$ cat src/rtl/cp0_pkg.sv
`default_nettype none
// ============================================================================
//  Module      : cp0_pkg
//  Description : Shared CP0 definitions: exception sequencer state encoding,
//                CP0 register indices, exception codes, default vectors and
//                the state-to-control decode used by the sequencer.
//  Revision    : 1.0  initial release
// ============================================================================
package cp0_pkg;

  // CP0 register indices
  localparam logic [4:0] C_REG_STATUS = 5'd12;
  localparam logic [4:0] C_REG_CAUSE  = 5'd13;
  localparam logic [4:0] C_REG_EPC    = 5'd14;

  // Exception codes
  localparam logic [4:0] C_EXC_INT     = 5'd0;
  localparam logic [4:0] C_EXC_DEFAULT = 5'd10;
  localparam logic [4:0] C_EXC_TRAP    = 5'd13;

  // Default handler vectors
  localparam logic [31:0] C_DEF_VEC0 = 32'h0000_0180;
  localparam logic [31:0] C_DEF_VEC1 = 32'h0000_0200;

  typedef enum logic [2:0] {
    ST_IDLE    = 3'd0,
    ST_DRAIN   = 3'd1,
    ST_SAVE    = 3'd2,
    ST_MASK    = 3'd3,
    ST_VECTOR  = 3'd4,
    ST_HANDLER = 3'd5,
    ST_RESTORE = 3'd6,
    ST_RETURN  = 3'd7
  } state_t;

  // Control outputs that depend on state alone (registered in the sequencer)
  typedef struct packed {
    logic       hold;
    logic       cp0_we;
    logic [4:0] cp0_addr;
    logic       pc_load;
    logic       in_handler;
  } seq_ctrl_t;

  function automatic seq_ctrl_t state_ctrl(input state_t st);
    seq_ctrl_t c;
    c = '0;
    case (st)
      ST_DRAIN: begin
        c.hold = 1'b1;
      end
      ST_SAVE: begin
        c.hold     = 1'b1;
        c.cp0_we   = 1'b1;
        c.cp0_addr = C_REG_EPC;
      end
      ST_MASK, ST_RESTORE: begin
        c.hold     = 1'b1;
        c.cp0_we   = 1'b1;
        c.cp0_addr = C_REG_STATUS;
      end
      ST_VECTOR, ST_RETURN: begin
        c.pc_load = 1'b1;
      end
      ST_HANDLER: begin
        c.in_handler = 1'b1;
      end
      default: begin
        c = '0;
      end
    endcase
    return c;
  endfunction

endpackage
`default_nettype wire

$ cat src/rtl/exc_prio_enc.sv
`default_nettype none
// ============================================================================
//  Module      : exc_prio_enc
//  Description : Combinational exception-code priority encoder.
//                Interrupts (cause[7:2]) beat traps (cause[1:0]); with
//                nothing pending the default code is returned.
//  Ports       : cause [7:0] in  - CP0 Cause[15:8]
//                code  [4:0] out - encoded exception code
//  Revision    : 1.0  initial release
// ============================================================================
module exc_prio_enc
  import cp0_pkg::*;
(
  input  logic [7:0] cause,
  output logic [4:0] code
);

  always_comb begin
    code = C_EXC_DEFAULT;
    if (|cause[7:2]) begin
      code = C_EXC_INT;
    end else if (|cause[1:0]) begin
      code = C_EXC_TRAP;
    end
  end

endmodule
`default_nettype wire

$ cat src/rtl/exc_sequencer.sv
`default_nettype none
// ============================================================================
//  Module      : exc_sequencer
//  Description : Exception entry/return sequencer. Waits for an instruction
//                boundary, saves the return address to EPC, masks interrupts
//                in Status, redirects the PC to the handler vector, and on
//                ERET restores Status and jumps back to EPC.
//  Ports       : clk, rst (async, active-low)
//                exl, iv, cause[7:0], status[31:0], epc[31:0]  - from CP0
//                pcp4[31:0], instr_done, eret                  - from core
//                hold                                          - stall
//                cp0_we, cp0_addr[4:0], cp0_wd[31:0]           - CP0 write
//                pc_load, pc_target[31:0]                      - PC redirect
//                in_handler, exc_code[4:0]                     - status
//  Revision    : 1.0  initial release
// ============================================================================
module exc_sequencer
  import cp0_pkg::*;
#(
  parameter logic [31:0] VEC0 = C_DEF_VEC0,
  parameter logic [31:0] VEC1 = C_DEF_VEC1
) (
  input  logic        clk,
  input  logic        rst,
  input  logic        exl,
  input  logic        iv,
  input  logic [7:0]  cause,
  input  logic [31:0] status,
  input  logic [31:0] epc,
  input  logic [31:0] pcp4,
  input  logic        instr_done,
  input  logic        eret,
  output logic        hold,
  output logic        cp0_we,
  output logic [4:0]  cp0_addr,
  output logic [31:0] cp0_wd,
  output logic        pc_load,
  output logic [31:0] pc_target,
  output logic        in_handler,
  output logic [4:0]  exc_code
);

  state_t      r_state;
  state_t      w_next;
  seq_ctrl_t   r_ctrl;
  logic [31:0] r_epc_q;
  logic [4:0]  r_code;
  logic [4:0]  w_code;
  logic        w_latch;

  exc_prio_enc u_prio (
    .cause (cause),
    .code  (w_code)
  );

  // Next-state logic; w_latch marks the boundary where EPC and code are captured
  always_comb begin
    w_next  = r_state;
    w_latch = 1'b0;
    case (r_state)
      ST_IDLE: begin
        if (exl) begin
          if (instr_done) begin
            w_latch = 1'b1;
            w_next  = ST_SAVE;
          end else begin
            w_next = ST_DRAIN;
          end
        end
      end
      ST_DRAIN: begin
        if (instr_done) begin
          w_latch = 1'b1;
          w_next  = ST_SAVE;
        end else if (!exl) begin
          w_next = ST_IDLE;
        end
      end
      ST_SAVE:    w_next = ST_MASK;
      ST_MASK:    w_next = ST_VECTOR;
      ST_VECTOR:  w_next = ST_HANDLER;
      ST_HANDLER: begin
        // exl deliberately ignored here: no nested exceptions
        if (eret && instr_done) begin
          w_next = ST_RESTORE;
        end
      end
      ST_RESTORE: w_next = ST_RETURN;
      ST_RETURN:  w_next = ST_IDLE;
      default:    w_next = ST_IDLE;
    endcase
  end

  // State register with the control outputs pre-decoded from the next state,
  // so they appear registered in the same cycle the state is entered.
  always_ff @(posedge clk or negedge rst) begin
    if (!rst) begin
      r_state <= ST_IDLE;
      r_ctrl  <= '0;
      r_epc_q <= '0;
      r_code  <= '0;
    end else begin
      r_state <= w_next;
      r_ctrl  <= state_ctrl(w_next);
      if (w_latch) begin
        r_epc_q <= pcp4;
        r_code  <= w_code;
      end
    end
  end

  // Data paths: Status is stable while hold is high (core writes blocked),
  // and the redirect targets must track iv/epc in the cycle they are used.
  always_comb begin
    cp0_wd    = '0;
    pc_target = '0;
    case (r_state)
      ST_SAVE:    cp0_wd    = r_epc_q;
      ST_MASK:    cp0_wd    = status & 32'hFFFF_FFFE;
      ST_RESTORE: cp0_wd    = status | 32'h0000_0001;
      ST_VECTOR:  pc_target = iv ? VEC1 : VEC0;
      ST_RETURN:  pc_target = epc;
      default: begin
        cp0_wd    = '0;
        pc_target = '0;
      end
    endcase
  end

  assign hold       = r_ctrl.hold;
  assign cp0_we     = r_ctrl.cp0_we;
  assign cp0_addr   = r_ctrl.cp0_addr;
  assign pc_load    = r_ctrl.pc_load;
  assign in_handler = r_ctrl.in_handler;
  assign exc_code   = r_code;

endmodule
`default_nettype wire

$ cat config.mk
export PLATFORM = sky130hd
export DESIGN_NAME = exc_sequencer
export DESIGN_NICKNAME = d
export VERILOG_FILES = /design/src/rtl/cp0_pkg.sv /design/src/rtl/exc_prio_enc.sv /design/src/rtl/exc_sequencer.sv
export SDC_FILE = /design/constraint.sdc
export NUM_CORES = 1
export LEC_CHECK = 0
export BUFFER_PORTS_ARGS = -buffer_cell sky130_fd_sc_hd__buf_2
export CAP_MARGIN = 10
export CORE_ASPECT_RATIO = 1.1
export CORE_UTILIZATION = 40
export DETAILED_ROUTE_END_ITERATION = 10
export GPL_TIMING_DRIVEN = 0
export PLACE_DENSITY = 0.86
export SLEW_MARGIN = 10
export SYNTH_ARGS = -nofsm -noshare
export SYNTH_HDL_FRONTEND = slang
export SYNTH_HIERARCHICAL = 1
export SYNTH_SLANG_ARGS = --single-unit
$ cat constraint.sdc
create_clock -name clk -period 2.2 [get_ports clk]
set_input_delay 0.55 -clock clk [delete_from_list [all_inputs] [get_ports clk]]
set_output_delay 0.55 -clock clk [all_outputs]
set_load 0.01 [all_outputs]
# ---- Word level (Yosys, flattened, before mapping)
# Cells that the tools add are included.
# Widths: inputs -> output; s select.
dict set report totals {
  register_bits 49
  in_bits 110
  out_inout_bits 78
  elab_cells 47
}
dict set report op_classes {
  eq_ne 14
  mux 18
  n_reduce_logical 7
}
# op n
set ops {}
lappend ops {{$pmux 32 s3} 1}
lappend ops {{$pmux 32 s2} 1}
lappend ops {{$eq 3x3->1 const B} 8}
lappend ops {{$pmux 3 s8} 1}
lappend ops {{$mux 3} 5}
lappend ops {{$eq 3x2->1 const B} 4}
lappend ops {{$pmux 6 s2} 1}
lappend ops {{$mux 10} 1}
lappend ops {{$eq 3x1->1 const B} 2}
lappend ops {{$reduce_or 2->1} 3}
lappend ops {{$reduce_or 6->1} 1}
lappend ops {{$mux 1} 5}
lappend ops {{$mux 5} 1}
lappend ops {{$reduce_or 4->1} 1}
lappend ops {{$logic_not 3->1} 1}
lappend ops {{$mux 2} 1}
lappend ops {{$pmux 1 s2} 1}
lappend ops {{$logic_and 1x1->1} 1}

# ---- Depth between registers and ports, before layout
dict set report logic_depth {
  ltp_word 6
  mapped_depth 5
  ltp_nobuf 3
}

# ---- Cells and area by module
# Netlist, hierarchy kept.
# mod n_inst cells_each area_per_inst_um2 seq_area_each_um2
set by_module_without_submodules {}
lappend by_module_without_submodules {exc_sequencer 1 200 2424.8 1126.1}
lappend by_module_without_submodules {exc_prio_enc 1 8 66.3 0.0}

# ---- Worst setup path before layout
# No wires, ideal clock.
dict set report synth_path {
  kind {register to output}
  start {register r_state[0]}
  end {output port pc_target[7]}
  arrival_time_ps 1263
  required_time_ps 1650
  slack_ps 387
  stages_incl_launch_ff 4
  path_buffers 1
  path_cell_list {dfrtp_1 -> buf_2 -> or3_1 -> a21boi_0}
}
dict set report synth_between {
  elab_chain_cells 2
  elab_cells_between_ends 3
  cone_classes {2 x eq/ne; 1 x mux}
}
# item line_no
set synth_rtl {}
lappend synth_rtl {{from (decl)} exc_sequencer.sv:43} ;# state_t r_state;
lappend synth_rtl {{from (signal assigned)} exc_sequencer.sv:103} ;# r_state <= w_next;
lappend synth_rtl {{$eq 3x3->1} exc_sequencer.sv:117} ;# case (r_state)
lappend synth_rtl {{$pmux 32 s2 *} exc_sequencer.sv:117}
lappend synth_rtl {{to (decl)} exc_sequencer.sv:38} ;# output logic [31:0] pc_target,
# Mark *: on every way between the ends. The rest lies on a longest branch, timed or not.

# ---- Final worst setup path
dict set report layout_path {
  start {register r_state[2]}
  end {output port cp0_wd[1]}
}
dict set report layout_between {
  elab_chain_cells 2
  elab_cells_between_ends 4
  cone_classes {3 x eq/ne; 1 x mux}
}
# item line_no
set layout_rtl {}
lappend layout_rtl {{$eq 3x3->1 / $eq 3x2->1 (equally long branches)} exc_sequencer.sv:117}
lappend layout_rtl {{$pmux 32 s3 *} exc_sequencer.sv:117}
lappend layout_rtl {{to (decl)} exc_sequencer.sv:36} ;# output logic [31:0] cp0_wd,
# Marked as above.

==> key figures <==
Cells and area
  • Layout Utilization: 63.9%
  • Design Area, Final: 3750 um2
  • Area of the multi-input gates: around 1200 um2
  • Most frequent cells in the layout: buf_2 (183), dfrtp_1 (44), a22o_1 (31)
  • Seq. cell area: about 1100 um2
  • Share of layout cells above drive strength 1: 65.2%
  • Fin nets: approximately 520
  • Layout Cells excl Fill: 485
  • Most common cell after layout, fill and taps aside: buf_2
  • Fill count: about 500
  • # diodes: 0
  • Area Overhead vs Synth: 50.7%

Placement
  • Placed cell areas: roughly 3500 um2
  • Routability cong.: 0.809
  • PortBufs: 184
  • Pre-CTS setup slack: 0.151 ns
  • Placed cells: 470
  • Post-DP HPWL: 5.40 mm

Detailed routing
  • Total vias in the final route: 2,370
  • DRC Markers: 0
  • DR vias/cell: around 4.9
  • DRT iter0 DRCs: 75
  • DRT antenna net count: 0
  • Final WL: 7.04 mm
  • Routed len/inst: 14.5 um
  • 1st-pass router iterations: 4

Logic synthesis
  • Synth top area share: 45.2%
  • Number of synthesized register bits: 45
  • Cell taking the most area after synthesis: dfrtp_1
  • Post-synthesis cell count: 208
  • Syn avg cell area: 12.0 um2
  • Register area share after synthesis: 45.2%
  • Synth cell types: 33
  • Ranking of synthesized cells by area: dfrtp_1 (45%), mux2_4 (11%), a22o_1 (11%)
  • Ys Warns: 6
  • Mapped cell area: roughly 2500 um2

STA
  • Period minus WS final: 2.13 ns
  • Fmax: 470 MHz
  • Slew HR: 34.0%
  • Period Utilization, post-route: between 90% and 100%
  • Final hold viol count: 0
  • Finish-stage setup viols: 0
  • WHS: approximately 0.42 ns
  • Clock Skew: around 0.0045 ns
  • Worst-Margin Slew: 0.989 ns
  • Worst setup margin: 0.0717 ns
  • Max Slew Vio Count: 0
  • RSZ-0062 raised after global routing: yes
  • Setup total negative slack: 0 ns

Global route
  • First-pass GRT wire length: about 11 mm
  • Largest net degree at the start of global routing: 46
  • Antenna violations before repair: 0
  • Total track usage: 21.1%
  • Vias in the first global route: 2,315
  • GR Overflow Total: 0

Power and ir drop
  • Worst VDD drop: approximately 740 uV
  • P_leak: 2.12 nW
  • Power Dens Cells: 1180 nW/um2
  • Total power: approximately 4.4 mW

Setup path
  • Critical setup path kind: reg -> out
  • Startpoint types: flop
  • Crit-path max FO: 10
  • Data required, critical path: 1.65 ns
  • Critical Path AT: 1.58 ns
  • Endpoint class of the critical path: output port

Floorplanning
  • Die Wd: 77.2 um
  • Initial core utilization: 42.4%
  • Core area: about 6000 um2
  • Die area: around 6500 um2
  • Cell Rows: 29
  • IO Count: 188
  • Die extent in y: approximately 85 um

Clock tree
  • Root Driver: clkbuf_8
  • CTS Sinks: 45
  • CTS tree: done
  • Max H-tree Level: 2
  • Worst skew pair latency: 0.29 ns
  • Clk slew on worst S/H paths: 0.09 ns
  • Hold_buf cts: 0
  • Number of CTS-inserted buffers: 5
  • CTS max path bufs: 2

Hold path
  • Hold WC Path Type: in -> async

Flow run
  • Max-Cap Viols: 0

Run status
  • Run status: completed
-- routing by layer --
| layer | track usage (%) | vias up | wire (um) | share of wire [%] |
|---|---|---|---|---|
| met5 | 0 | - | 0 | 0 |
| met4 | 7.03 | 0 | 102 | 1.4 |
| met3 | 5.98 | 13 | 606 | 8.6 |
| met2 | 40.6 | 142 | 3800 | 54 |
| met1 | 21.6 | 1090 | 2530 | 36 |
| li1 | - | 1125 | - | - |
-- worst max-delay path: stages (launching register included) --
cell,delay [ns]
dfrtp_1,0.42
buf_6,0.13
and2b_4,0.31
buf_8,0.15
a22o_1,0.14
buf_2,0.13
-- cells by family after synthesis --
kind of cell / after synthesis / synth area share, %
xor gates and xnor gates: 2 / 0.703
DFF: 45 / 45.2
buffers and inverters: 24 / 5.98
and+or+nand+nor: 57 / 14.3
other: 2 / 0.301
muxes: 37 / 19.6
AOI/OAI and AO/OA: 41 / 13.9
-- report_power, final --
part / total [mW] / switching [mW] / internal (mW) / leakage (nW)
clock: 0.533 / 0.278 / 0.255 / 0.0512
sequential: 1.44 / 0.231 / 1.21 / 0.545
combinational: 2.45 / 1.07 / 1.38 / 1.52
-- final cells by class --
type	count	share of cell area [%]
multi-input combinational	140	32.8
sequential	45	30.0
timing repair buffer	193	26.8
buffer	21	5.20
tap	77	2.57
clock buffer	6	2.20
clock inverter	2	0.367
inverter	1	0.100
-- synth_stat cells --
master / number
a21o_1: 1
nand2_1: 3
buf_6: 3
xnor2_1: 1
o311a_1: 1
and3_1: 1
nand3_1: 4
nand2b_1: 4
conb_1: 2
clkbuf_1: 3
mux2_4: 19
a21boi_0: 3
nor2_1: 4
and2_1: 30
buf_4: 6
nor4_2: 1
o211a_1: 1
nand3b_1: 1
and2b_1: 1
dfrtp_1: 45
nor2b_2: 1
or3_1: 3
or4_4: 1
nor3_1: 2
nor4b_2: 1
a22o_1: 31
a22oi_1: 1
a21oi_1: 2
o21a_1: 1
buf_2: 11
xor2_1: 1
inv_1: 1
mux2_2: 18
-- flip-flops by register name, indices dropped and copies added, names as in the netlist --
register	flops
r_state	3
exc_code	5
r_epc_q	32
hold	1
pc_load	1
cp0_addr	2
in_handler	1
-- timing repair --
action	4_1_cts	5_1_grt
resized for setup	20	16
setup endpoints to repair	42	32
setup buffers	3	5
cloned	0	1
pin swaps	0	4
-- path summary, 6_finish.rpt --
check                      cells past startpoint          end         from  slack, ns
max                                            5    cp0_wd[1]   r_state[2]       0.07
min                                            1  r_epc_q[22]          rst       0.42
max reg2reg                                    7  r_epc_q[21]   r_state[1]       0.39
min reg2reg                                    1  r_epc_q[16]  r_epc_q[16]       0.52
max in group asynchronous                      1   r_state[0]          rst       1.11
min in group clk                               2  r_epc_q[18]     pcp4[18]       0.48
No activity file was read; power rests on OpenSTA's default activity.
